$ cat config.mk
export PLATFORM = sky130hd
export DESIGN_NAME = uart_tx
export DESIGN_NICKNAME = d
export VERILOG_FILES = /design/src/rtl/uart_pkg.sv /design/src/rtl/uart_tick_detect.sv /design/src/rtl/uart_tx.sv
export SDC_FILE = /design/constraint.sdc
export NUM_CORES = 1
export LEC_CHECK = 0
export ABC_AREA = 1
export BUFFER_PORTS_ARGS = -buffer_cell sky130_fd_sc_hd__buf_2
export CAP_MARGIN = 20
export CORE_AREA = 2 2 63 65
export CTS_BUF_LIST = sky130_fd_sc_hd__clkbuf_16
export CTS_CLUSTER_DIAMETER = 30
export DETAILED_ROUTE_END_ITERATION = 10
export DIE_AREA = 0 0 65 67
export GPL_TIMING_DRIVEN = 1
export PLACE_DENSITY = 0.53
export SYNTH_ARGS = -nofsm -noshare
export SYNTH_HDL_FRONTEND = slang
export SYNTH_HIERARCHICAL = 1
export SYNTH_SLANG_ARGS = --single-unit
$ cat constraint.sdc
create_clock -name ref_clk -period 1.7 [get_ports ref_clk]
set_input_delay 0.085 -clock ref_clk [delete_from_list [all_inputs] [get_ports ref_clk]]
set_output_delay 0.085 -clock ref_clk [all_outputs]
set_load 0.02 [all_outputs]
$ cat src/rtl/uart_pkg.sv
// Shared types and constants for the inverted-line UART transmitter.
// Latency: n/a (declarations only).
// Backpressure: n/a.
package uart_pkg;

  // Default number of data bits per frame.
  localparam int DATA_BITS_DEF = 8;

  // Transmitter sequencing states.
  typedef enum logic [2:0] {
    IDLE,
    WAIT_TICK,
    START,
    DATA,
    STOP
  } state_t;

endpackage

$ cat src/rtl/uart_tick_detect.sv
// Rising-edge detector turning the bit_clk square wave into a one-cycle tick.
// Latency: tick is asserted in the first ref_clk cycle where bit_clk is seen high.
// Backpressure: none; one tick per bit_clk rising edge, never stalls.
//
// Ports:
//   ref_clk - system clock
//   reset   - synchronous, active-high
//   bit_clk - bit-rate square wave, synchronous to ref_clk (sampled, not a clock)
//   tick    - high for one ref_clk cycle per bit_clk rising edge
module uart_tick_detect (
  input  logic ref_clk,
  input  logic reset,
  input  logic bit_clk,
  output logic tick
);

  logic bit_clk_q;

  always_ff @(posedge ref_clk) begin
    if (reset) begin
      bit_clk_q <= 1'b0;
    end else begin
      bit_clk_q <= bit_clk;
    end
  end

  // bit_clk is already synchronous to ref_clk, so no synchroniser is needed.
  assign tick = bit_clk & ~bit_clk_q;

endmodule

$ cat src/rtl/uart_tx.sv
// Byte-serial UART transmitter, inverted line (idle/stop 0, start 1, data complemented, LSB first).
// Latency: start bit goes out on the first bit tick after the accept cycle; one bit per tick after that.
// Backpressure: busy high from accept through the stop bit; send is ignored while busy.
//
// Ports:
//   ref_clk - system clock, all state on rising edge
//   reset   - synchronous, active-high; aborts any frame in flight
//   bit_clk - bit-rate square wave, used only as a rising-edge tick
//   send    - level request, held by the producer until busy rises
//   in      - byte to send, sampled on the accept cycle only
//   busy    - registered, high from accept to end of stop bit
//   out     - registered serial line, inverted polarity
module uart_tx
  import uart_pkg::*;
#(
  parameter int DATA_BITS = DATA_BITS_DEF
) (
  input  logic                 ref_clk,
  input  logic                 reset,
  input  logic                 bit_clk,
  input  logic                 send,
  input  logic [DATA_BITS-1:0] in,
  output logic                 busy,
  output logic                 out
);

  localparam int CW = $clog2(DATA_BITS + 1);

  logic                 tick;
  state_t               state;
  state_t               state_nxt;
  logic [DATA_BITS-1:0] shift;
  logic [DATA_BITS-1:0] shift_nxt;
  logic [CW-1:0]        count;
  logic [CW-1:0]        count_nxt;
  logic                 out_nxt;
  logic                 busy_nxt;

  uart_tick_detect u_tick (
    .ref_clk (ref_clk),
    .reset   (reset),
    .bit_clk (bit_clk),
    .tick    (tick)
  );

  always_ff @(posedge ref_clk) begin
    if (reset) begin
      state <= IDLE;
      shift <= '0;
      count <= '0;
      out   <= 1'b0;
      busy  <= 1'b0;
    end else begin
      state <= state_nxt;
      shift <= shift_nxt;
      count <= count_nxt;
      out   <= out_nxt;
      busy  <= busy_nxt;
    end
  end

  always_comb begin
    state_nxt = state;
    shift_nxt = shift;
    count_nxt = count;
    out_nxt   = out;
    busy_nxt  = busy;

    unique case (state)
      IDLE: begin
        out_nxt  = 1'b0;
        busy_nxt = 1'b0;
        // A tick coinciding with the accept cycle is deliberately dropped:
        // WAIT_TICK lines the start bit up with a full bit period.
        if (send) begin
          shift_nxt = in;
          busy_nxt  = 1'b1;
          state_nxt = WAIT_TICK;
        end
      end

      WAIT_TICK: begin
        if (tick) begin
          out_nxt   = 1'b1;
          state_nxt = START;
        end
      end

      START: begin
        if (tick) begin
          out_nxt   = ~shift[0];
          shift_nxt = shift >> 1;
          count_nxt = CW'(1);
          state_nxt = DATA;
        end
      end

      DATA: begin
        if (tick) begin
          // count holds the number of data bits already on the line.
          if (count < CW'(DATA_BITS)) begin
            out_nxt   = ~shift[0];
            shift_nxt = shift >> 1;
            count_nxt = count + CW'(1);
          end else begin
            out_nxt   = 1'b0;
            state_nxt = STOP;
          end
        end
      end

      STOP: begin
        // Stop level is already 0; the tick ending it releases busy.
        if (tick) begin
          busy_nxt  = 1'b0;
          state_nxt = IDLE;
        end
      end

      default: begin
        state_nxt = IDLE;
      end
    endcase
  end

endmodule

After elaboration in Yosys (flattened, before gate mapping)

Cells that the tools add are included.

Add/subtract/negate cells: 1
$lt $le $gt $ge: 1
Equal/unequal tests: 11
Multiplexer cells: 24
Bitwise gates (word level): 3
Reduce and logical (&&, ||, !) cells: 10

Operators by type and width:

| operator                                          | number |
|---|---|
| two-way mux 8 bit                                 | 4 |
| one-hot mux 8 bit (3 select lines)                | 1 |
| two-way mux 3 bit                                 | 6 |
| one-hot mux 3 bit (5 select lines)                | 1 |
| != test 2 bit, second input constant              | 7 |
| two-way mux 4 bit                                 | 3 |
| one-hot mux 4 bit (2 select lines)                | 1 |
| AND reduction 4 bit                               | 2 |
| == test 3 x 2 -> 1 bit, second input constant     | 2 |
| two-way mux 1 bit                                 | 6 |
| AND reduction 6 bit                               | 1 |
| AND reduction 5 bit                               | 1 |
| adder 4 x 1 -> 4 bit, second input constant       | 1 |
| less-than comparator 4 bit, second input constant | 1 |
| one-hot mux 1 bit (4 select lines)                | 1 |
| nonzero test 2 bit                                | 2 |
| nonzero test 4 bit                                | 1 |
| == test 3 x 1 -> 1 bit, second input constant     | 1 |
| == test 3 bit, second input constant              | 1 |
| logical NOT 3 bit                                 | 1 |
| nonzero test 3 bit                                | 1 |
| inverter 1 bit                                    | 2 |
| one-hot mux 1 bit (2 select lines)                | 1 |
| AND reduction 2 bit                               | 1 |
| AND 1 bit                                         | 1 |

Flip-flop bits (word level): 18
Input port bits: 12
Output and inout port bits: 2
Word-level logic and storage cells: 56

Depth between registers and ports, before layout

Gate-level depths: netlist (run 1).

Word-level depth: 4
Gate-level depth with buffers: 11
Mapped depth without buffers: 10

Cells and area by module

The synthesis (run 1) kept the hierarchy.

Modules (own cells, without submodules):

| module           | times used | cells an instance | area each (um^2) | seq. area each (um^2) |
|---|---|---|---|---|
| uart_tx          | 1          | 141               | 915.9            | 340.3 |
| uart_tick_detect | 1          | 4                 | 31.3             | 20.0 |

Worst setup path before layout (run 1)

No wires, ideal clock.

Kind: reg2reg
Start: register u_tick.bit_clk_q
End: register shift[0]
Library setup time: 0.113 ns
Arrival time: 1.172 ns
Data required time: 1.587 ns
Path slack: 0.416 ns
Cell stages (with the launch flop): 10
Path buffers: 1
Clock period less this slack: 1.284 ns
Cells stage by stage: dfxtp_1 -> nor2_1 -> inv_1 -> nand3_2 -> nand2_1 -> inv_2 -> nand2_4 -> buf_6 -> nor2_1 -> nor2_1

Cells in the longest elaborated chain, start to end: 4

Ends and longest elaborated chain:

| item                                     | RTL line               | text |
|---|---|---|
| start: declaration                       | uart_tick_detect.sv:17 | `logic bit_clk_q;` |
| start signal: assignment                 | uart_tick_detect.sv:23 | `bit_clk_q <= bit_clk;` |
| inverter 1 bit (*)                       | uart_tick_detect.sv:28 | `assign tick = bit_clk & ~bit_clk_q;` |
| AND 1 bit (*)                            | uart_tick_detect.sv:28 |  |
| named net tick                           | uart_tx.sv:29          | `logic tick;` |
| != test 2 bit (no source line)           | --                     |  |
| AND reduction 5 bit (no source line) (*) | --                     |  |
| end signal: assignment                   | uart_tx.sv:55          | `shift <= shift_nxt;` |
| end: declaration                         | uart_tx.sv:32          | `logic [DATA_BITS-1:0] shift;` |

The timed path passes the listed nets; every way through them passes the cells marked *.
A chain may end at the register's enable or synchronous reset.

Worst setup path after layout (run 1)

Start: register u_tick.bit_clk_q
End: register shift[5]

Same word-level chain as after synthesis.

==> results.ini, run 1 <==
[outcome]
status = completed

[detailed_routing]
ant_nets = 0
wl_met3_um = 111
m1WireLength_um = 950
wl_per_cell_um = 8.93
wl_met2_um = 785
dr.max_layer_used = met4
drc = 0
drt_pre_antenna_iters = 4
drt-total-wl_um = 1860
vias = 869
avgViaCountPerCell = 4.18
drt_iter0_markers = 22

[power]
switching_share = 0.425
power_switching_mw = 0.906
internal_power_mw = 1.23
cellPowerDensity_mw_per_mm2 = 1880
power.share.sequential = 0.319
peakVddDrop_mv = 1.03
p_leak_nw = 0.545
clock_power_share = 0.215
p_total_mw = 2.13
power_frac_comb = 0.466

[cts]
cts_resized = 0
numCtsBuffers = 3
clkTransAtPathRegs_ns = 0.05
postCtsHoldBufs = 0
post_cts_buffers = 0
htree_levels = 1
cts_sinks = 18
cts-root-buf = clkbuf_16
clk_latency_ns = 0.25
cts.path.max_buffers = 2
tritoncts = built

[finish]
fillCellCount = 401
final_area_mm2 = 0.00114
diodes = 0
area_growth_pct = 19.9
drive_gt1_frac = 0.175
finalNetCount = 175

[critical_path]
crit_path_end_kind = register
start_kind = register
reg2reg_depth = 9
cp.arrival_ns = 1.56
required_ns = 1.89
worstSetupPathType = register to register
crit_fanout = 14

[yosys]
netlist_area_um2 = 947
syn_nets = 158
avgSynthCellArea_um2 = 6.53
yosysSeqAreaShare = 0.380
yosysUniqueCellTypes = 24
ys_ff_latch = 18
syn_inst = 145
yosys_warnings = 6

[global_route]
grt_use_total = 0.100
grt_max_degree = 16
grt_pass1_vias = 781
grt-ovfl-total = 0
grt_pass1_wl_um = 3360
antenna_found_initial = 0

[timing]
worst_slack_ns = 0.329
relSlewSlack = 0.726
fin_tns_setup_ns = 0
rsz0062_at_grt = false
setup_violations = 0
timing.fmax_mhz = 730
tightest_slew_ns = 0.410
final_hold_viol_count = 0
finClkSkew_ns = 0.00310
slew_viol_final = 0
fin_crit_ns = 1.37
period_share = 0.806

[hold_path]
min_path_type = input port to register
whs_path_depth = 3

[floorplanning]
rows = 22
coreArea_mm2 = 0.00361
die_area_mm2 = 0.00436
die_h_um = 67
ios = 14
die_width_um = 65
floorplan.initialDensity = 0.263

[placed_design]
post-place-ws_ns = 0.317
dpl_cell_area_mm2 = 0.00106
gp_congestion = 0.809
portBuffers = 13
dp_hpwl_um = 1400

[job]
drv_cap = 0

## sequential cells by signal, indices dropped and copies added, names as in the netlist
| signal | flops |
|---|---|
| state | 3 |
| out | 1 |
| count | 4 |
| busy | 1 |
| shift | 8 |
| u_tick/bit_clk_q | 1 |
## cell families after synthesis
kind of cell | Yosys count | share of synthesized area
AOI/OAI and AO/OA | 22 | 0.129
adders and majority gates | 1 | 0.0132
buffers and inverters | 21 | 0.0991
DFF | 18 | 0.380
and+or+nand+nor | 83 | 0.378
## layout by cell type, fill, tap and decap left out, types with 2 or more instances in the layout
cell type / n
nand3_1: 3
nand3_2: 3
a21oi_1: 4
buf_4: 2
dfxtp_1: 18
buf_2: 13
o21ai_0: 11
nand2_1: 43
inv_2: 3
nor2_1: 28
a31oi_1: 2
clkbuf_16: 3
nand4_1: 2
inv_1: 15
## layer usage
layer	track usage	vias to the layer above
met5	0	-
met4	0.0319	0
met3	0.0355	2
met2	0.160	18
met1	0.125	360
li1	-	489
## worst paths after layout
path | from | end | slack (ns)
min | bit_clk | u_tick/bit_clk_q | 0.06
max reg2reg | u_tick/bit_clk_q | shift[5] | 0.33
max | u_tick/bit_clk_q | shift[5] | 0.33
min reg2reg | busy | busy | 0.45
## power groups by stage
stage | Combinational, mW | Clock, mW | Sequential, mW
global placement | 1.02 | 0 | 0.690
global route | 1.19 | 0.495 | 0.697
detailed placement | 1.00 | 0 | 0.688
floorplan | 0.842 | 0 | 0.691
finish | 0.993 | 0.459 | 0.680
CTS | 1.01 | 0.476 | 0.680
## final cells by class
type / instances / area [um2] / share of cell area
sequential: 18 / 360 / 0.317
inverter: 18 / 67.6 / 0.0595
multi-input combinational: 106 / 493 / 0.434
timing repair buffer: 15 / 80.1 / 0.0705
tap: 48 / 60.1 / 0.0529
clock buffer: 3 / 75.1 / 0.0661
## worst max-delay path, cell delays in order, from the launching register on
cell	delay (ns)
dfxtp_1	0.29
nor2_1	0.28
inv_1	0.16
nand3_2	0.11
nand2_1	0.07
inv_2	0.08
nand2_4	0.10
nand2_1	0.08
nand2_1	0.04
nor2_1	0.09
## synth_stat cells
cell / number / area share
nand2_1: 43 / 0.17
nor2_1: 28 / 0.11
dfxtp_1: 18 / 0.38
inv_1: 15 / 0.059
o21ai_0: 11 / 0.058
a21oi_1: 4 / 0.021
inv_2: 3 / 0.012
nand3_1: 3 / 0.016
nand3_2: 3 / 0.032
a31oi_1: 2 / 0.013
nand4_1: 2 / 0.013
a21boi_1: 1 / 0.0079
buf_4: 1 / 0.0079
buf_6: 1 / 0.012
clkbuf_4: 1 / 0.0079
ha_1: 1 / 0.013
nand2_4: 1 / 0.012
nor2_2: 1 / 0.0066
nor2_4: 1 / 0.012
nor3_1: 1 / 0.0053
o211ai_1: 1 / 0.0079
o21ai_1: 1 / 0.0053
o21ai_2: 1 / 0.0092
o22ai_1: 1 / 0.0066
## stage by stage
step	utilization	hold WS, ns	instances
floorplan	-	0.154	145
global placement	0.294	0.317	205
detailed placement	0.294	0.312	205
CTS	0.315	0.0502	208
global route	0.315	0.0616	208
finish	0.315	0.0569	208
No activity file was read; power rests on OpenSTA's default activity.
==> inputs of run 2 (changes only) <==
--- a/config.mk
+++ b/config.mk
@@ -14,7 +14,7 @@
 export DETAILED_ROUTE_END_ITERATION = 10
 export DIE_AREA = 0 0 65 67
 export GPL_TIMING_DRIVEN = 1
-export PLACE_DENSITY = 0.53
+export PLACE_DENSITY = 0.55
 export SYNTH_ARGS = -nofsm -noshare
 export SYNTH_HDL_FRONTEND = slang
 export SYNTH_HIERARCHICAL = 1
==> constraint.sdc (replaced) <==
create_clock -name ref_clk -period 1.15 [get_ports ref_clk]
set_input_delay 0.0575 -clock ref_clk [delete_from_list [all_inputs] [get_ports ref_clk]]
set_output_delay 0.0575 -clock ref_clk [all_outputs]
set_load 0.02 [all_outputs]
==> results.ini, run 2 (synthesis results as in run 1) <==
[finish]
area_growth_pct = 45.8
fillCellCount = 371  ; -7.5%
final_cell_mix = nand2_1 (41), nor2_1 (23), buf_4 (18)
top_regs = shift x8, count x4, state x3
stdcell_count = 228  ; +9.6%
utilization = 0.383  ; +0.0680
top_register = shift
final_common_cell = nand2_1
multiInputGateArea_um2 = 567  ; +15%
largest_reg_flops = 8  ; unchanged
register_area_um2 = 372  ; +3.1%
drive_gt1_frac = 0.339  ; +0.164
diodes = 0  ; unchanged
finalNetCount = 194  ; +11%

[cts]
tritoncts = built
clk_latency_ns = 0.25  ; about the same
cts.path.max_buffers = 2  ; unchanged
cts_sinks = 18  ; unchanged
numCtsBuffers = 3  ; unchanged
htree_levels = 1  ; unchanged
cts-root-buf = clkbuf_16
clkTransAtPathRegs_ns = 0.05  ; about the same
postCtsHoldBufs = 0  ; unchanged

[placed_design]
portBuffers = 13  ; unchanged
post-place-ws_ns = -0.0873  ; -0.404 ns
gp_congestion = 0.757  ; -6.5%
dp_hpwl_um = 1510  ; +7.4%
dp.cells = 218  ; +6.3%

[power]
p_leak_nw = 0.655  ; +20%
peakVddDrop_mv = 0.825  ; -20%
cellPowerDensity_mw_per_mm2 = 2890  ; +54%
p_total_mw = 3.99  ; +87%

[outcome]
failed_checks = negative setup slack
status = finished with violations

[critical_path]
slowest_stage = dfxtp_4
crit_path_end_kind = register
cp.arrival_ns = 1.40  ; -0.16 ns
required_ns = 1.29  ; -0.60 ns
cp-endpoint = shift[5]
slowest_delay_ns = 0.38  ; +0.09 ns
cp-startpoint = state[1]
reg2reg_depth = 7  ; -2
reg2reg_to = shift[5]
worstSetupPathType = register to register
reg2reg_from = state[1]
reg2reg_slack_ns = -0.11  ; -0.44 ns
path_cells = inv_4 > nor2_4 > nand3_4 > o21ai_4 > nand2_4 > nor2_1 > nor2_2
crit_fanout = 7  ; -7
start_kind = register

[global_route]
grt-ovfl-total = 0  ; unchanged
grt_use_total = 0.120  ; +0.0198
grt_pass1_vias = 877  ; +12%
grt_max_degree = 16  ; unchanged
grt_pass1_wl_um = 4020  ; +20%
antenna_found_initial = 0  ; unchanged

[floorplanning]
floorplan.initialDensity = 0.263  ; unchanged
die_h_um = 67  ; unchanged
die_area_mm2 = 0.00436  ; unchanged
die_width_um = 65  ; unchanged
coreArea_mm2 = 0.00361  ; unchanged
rows = 22  ; unchanged
ios = 14  ; unchanged

[hold_path]
min_path_type = input port to register

[job]
drv_cap = 0  ; unchanged

[timing]
setup_violations = 16  ; +16
rsz0062_at_grt = true
relSlewSlack = 0.820  ; +0.0933
timing.fmax_mhz = 793  ; +8.8%
finClkSkew_ns = 0.00147  ; -0.00163 ns
final_hold_viol_count = 0  ; unchanged
fin_tns_setup_ns = -0.979  ; -0.979 ns
period_share = 1.10  ; +0.290
worst_slack_ns = -0.110  ; -0.440 ns
slew_viol_final = 0  ; unchanged
tightest_slew_ns = 0.270  ; -0.140 ns
fin_crit_ns = 1.26  ; -0.110 ns

[detailed_routing]
vias = 961  ; +11%
avgViaCountPerCell = 4.21  ; +0.89%
wl_per_cell_um = 9.77  ; +9.4%
drt_iter0_markers = 29  ; +32%
ant_nets = 0  ; unchanged
drc = 0  ; unchanged
drt_pre_antenna_iters = 4  ; unchanged
drt-total-wl_um = 2230  ; +20%

==> run 2: timing repair <==
action | 4_1_cts | 5_1_grt
setup endpoints to repair | 15 | 16
buffers inserted | 3 | 2
gates cloned | 1 | 0
pin swaps | 7 | 10
resized for setup | 10 | 9
==> run 2: final cells by class <==
class	instances	share of cell area
multi-input cells	107	0.410
clock inverters	1	0.00272
repair buffers	33	0.168
inverters	18	0.0525
well taps	48	0.0435
clock buffers	3	0.0543
flip-flops and latches	18	0.269
==> run 2: per-layer routing <==
layer	share of wire	GRT usage	wire (um)
met5	0	0	0
met1	0.51	0.153	1140
met4	0.012	0.0479	27
met3	0.021	0.0203	46
met2	0.46	0.200	1020
==> run 2: worst min path at each step <==
stage	startpoint	to	slack [ns]	cells after the start
floorplan	reset	count[1]	0.13	1
global placement	reset	count[1]	0.29	2
detailed placement	reset	count[1]	0.30	2
CTS	reset	count[1]	0.04	2
global route	reset	count[1]	0.03	2
finish	reset	count[1]	0.03	2
==> run 2: through the flow <==
step	area [um2]	hold slack, ns
after floorplan	971	0.127
after global placement	1190	0.290
after detailed placement	1190	0.295
after CTS	1330	0.0354
after global routing	1380	0.0344
final	1380	0.0326
==> run 2: worst max-delay path, delay by kind of cell (launching register included) <==
family	cells	cell delay [ns]
compound gates	1	0.12
buf+inv	1	0.04
flops	1	0.38
simple gates	5	0.61
==> run 2: where the power goes <==
part / leakage [nW] / switching (mW) / total (mW) / internal, mW
combinational: 0.466 / 1.22 / 2.22 / 0.999
clock: 0.0385 / 0.233 / 0.695 / 0.462
sequential: 0.150 / 0.195 / 1.07 / 0.880
total: 0.655 / 1.65 / 3.99 / 2.34
==> inputs of run 3 (changes only) <==
--- a/config.mk
+++ b/config.mk
@@ -9,7 +9,7 @@
 export BUFFER_PORTS_ARGS = -buffer_cell sky130_fd_sc_hd__buf_2
 export CAP_MARGIN = 20
 export CORE_AREA = 2 2 63 65
-export CTS_BUF_LIST = sky130_fd_sc_hd__clkbuf_16
+export CTS_BUF_LIST = sky130_fd_sc_hd__clkbuf_2
 export CTS_CLUSTER_DIAMETER = 30
 export DETAILED_ROUTE_END_ITERATION = 10
 export DIE_AREA = 0 0 65 67
==> results.ini, run 3 (synthesis results as in run 1) <==
[detailed_routing]
drt_iter0_markers = 21  ; -28%
avgViaCountPerCell = 4.23  ; +0.38%
drt-total-wl_um = 2250  ; +0.85%
vias = 990  ; +3.0%
wl_per_cell_um = 9.60  ; -1.7%
drc = 0  ; unchanged
drt_pre_antenna_iters = 4  ; unchanged
ant_nets = 0  ; unchanged

[floorplanning]
die_area_mm2 = 0.00436  ; unchanged
floorplan.initialDensity = 0.263  ; unchanged
coreArea_mm2 = 0.00361  ; unchanged
rows = 22  ; unchanged
die_width_um = 65  ; unchanged
ios = 14  ; unchanged
die_h_um = 67  ; unchanged

[placed_design]
gp_congestion = 0.757  ; unchanged
portBuffers = 13  ; unchanged
dp_hpwl_um = 1510  ; unchanged
dpl_cell_area_mm2 = 0.00119  ; unchanged
dp.cells = 218  ; unchanged

[finish]
final_area_mm2 = 0.00137  ; -0.63%
area_growth_pct = 44.9
stdcell_count = 234  ; +2.6%
final_common_cell = nand2_1
diodes = 0  ; unchanged
utilization = 0.381  ; -0.00243
top_register = shift
finalNetCount = 200  ; +3.1%
top_regs = shift x8, count x4, state x3
final_cell_mix = nand2_1 (42), nor2_1 (23), buf_4 (22)
largest_reg_flops = 8  ; unchanged
drive_gt1_frac = 0.355  ; +0.0159

[power]
power_switching_mw = 1.61  ; -2.6%
internal_power_mw = 1.98  ; -15%
power_frac_comb = 0.631  ; +0.074
clock_power_share = 0.077  ; -0.097
cellPowerDensity_mw_per_mm2 = 2610  ; -9.5%
peakVddDrop_mv = 0.575  ; -30%
power.share.sequential = 0.292  ; +0.023
p_leak_nw = 0.659  ; +0.58%
switching_share = 0.448  ; +0.0344

[critical_path]
reg2reg_to = shift[5]
reg2reg_slack_ns = -0.11  ; about the same
worstSetupPathType = register to register
reg2reg_depth = 8  ; +1
crit_path_end_kind = register
crit_fanout = 7  ; unchanged
required_ns = 1.37  ; +0.08 ns
start_kind = register
cp.arrival_ns = 1.48  ; +0.08 ns
cp-startpoint = u_tick/bit_clk_q
cp-endpoint = shift[5]
reg2reg_from = u_tick/bit_clk_q

[outcome]
failed_checks = negative setup slack
status = finished with violations

[timing]
final_hold_viol_count = 0  ; unchanged
period_share = 1.10  ; +0.00175
worst_slack_ns = -0.112  ; -0.00201 ns
tightest_slew_ns = 0.281  ; +0.0106 ns
fin_crit_ns = 1.26  ; +0.00201 ns
finClkSkew_ns = 0.00545  ; +0.00399 ns
setup_violations = 14  ; -2
hold_slack_ns = 0.0623  ; +0.0297 ns
slew_viol_final = 0  ; unchanged
fin_tns_setup_ns = -1.04  ; -0.0593 ns
rsz0062_at_grt = true
relSlewSlack = 0.812  ; -0.00708
timing.fmax_mhz = 792  ; -0.16%

[global_route]
grt_max_degree = 16  ; unchanged
antenna_found_initial = 0  ; unchanged
grt_pass1_vias = 901  ; +2.7%
grt_pass1_wl_um = 3940  ; -2.1%
grt-ovfl-total = 0  ; unchanged
grt_use_total = 0.118  ; -0.00183

[cts]
cts_sinks = 18  ; unchanged
cts-root-buf = clkbuf_2
htree_levels = 1  ; unchanged
numCtsBuffers = 3  ; unchanged
tritoncts = built
cts.path.max_buffers = 2  ; unchanged
clkTransAtPathRegs_ns = 0.18  ; +0.13 ns
clk_latency_ns = 0.30  ; +0.05 ns

[job]
drv_cap = 0  ; unchanged

[hold_path]
min_path_type = input port to register

==> run 3: timing repair <==
action	in CTS	in global routing
setup endpoints to repair	15	17
hold endpoints to repair	3	2
pin swaps	12	9
resized for setup	12	9
hold buffers	1	1
buffers inserted	4	5
cloned	1	0
==> run 3: through the flow <==
step	worst slack (ns)	power (mW)
after floorplan	-0.0109	2.33
after CTS	-0.0975	3.47
after global routing	-0.210	3.99
final	-0.112	3.59
after detailed placement	-0.0873	2.91
after global placement	-0.0790	2.92
==> run 3: area by class of cell <==
type                    count  area [um2]
well taps                  48        60.1
flip-flops and latches     18         373
clock buffers               3        15.0
inverters                  18        72.6
repair buffers             39         282
fillers                   384        2230
multi-input cells         107         567
clock inverters             1        3.75
==> run 3: how the worst min path moves through the flow <==
stage	from	to	slack [ns]	depth (start not counted)
finish	in[2]	shift[2]	0.06	5
global route	in[2]	shift[2]	0.06	5
CTS	reset	count[1]	-0.06	2
detailed placement	reset	count[1]	0.30	2
global placement	reset	count[1]	0.29	2
floorplan	reset	count[1]	0.13	1
==> run 3: power groups by stage <==
stage	clock, mW	sequential, mW	combinational [mW]
5_1_grt	0.326	1.07	2.59
2_1_floorplan	0	1.06	1.27
3_3_place_gp	0	1.03	1.89
4_1_cts	0.299	1.04	2.13
6_report	0.275	1.05	2.26
3_5_place_dp	0	1.03	1.88
==> run 3: per-layer routing <==
layer | GRT usage | up-vias | part of all wire | routed length (um)
met5 | 0 | - | 0 | 0
met4 | 0.0559 | 0 | 0.024 | 53
met3 | 0.0253 | 6 | 0.016 | 35
met2 | 0.196 | 11 | 0.47 | 1050
met1 | 0.145 | 434 | 0.49 | 1110
li1 | - | 539 | - | -
==> run 3: worst max-delay path, cell delays in order (launching register included) <==
cell and delay, ns:
dfxtp_2 0.36, nor2_4 0.20, inv_4 0.06, nand3_2 0.08, nand2_1 0.07, inv_2 0.12
nand2_4 0.09, nor2_1 0.13, nor2_2 0.06
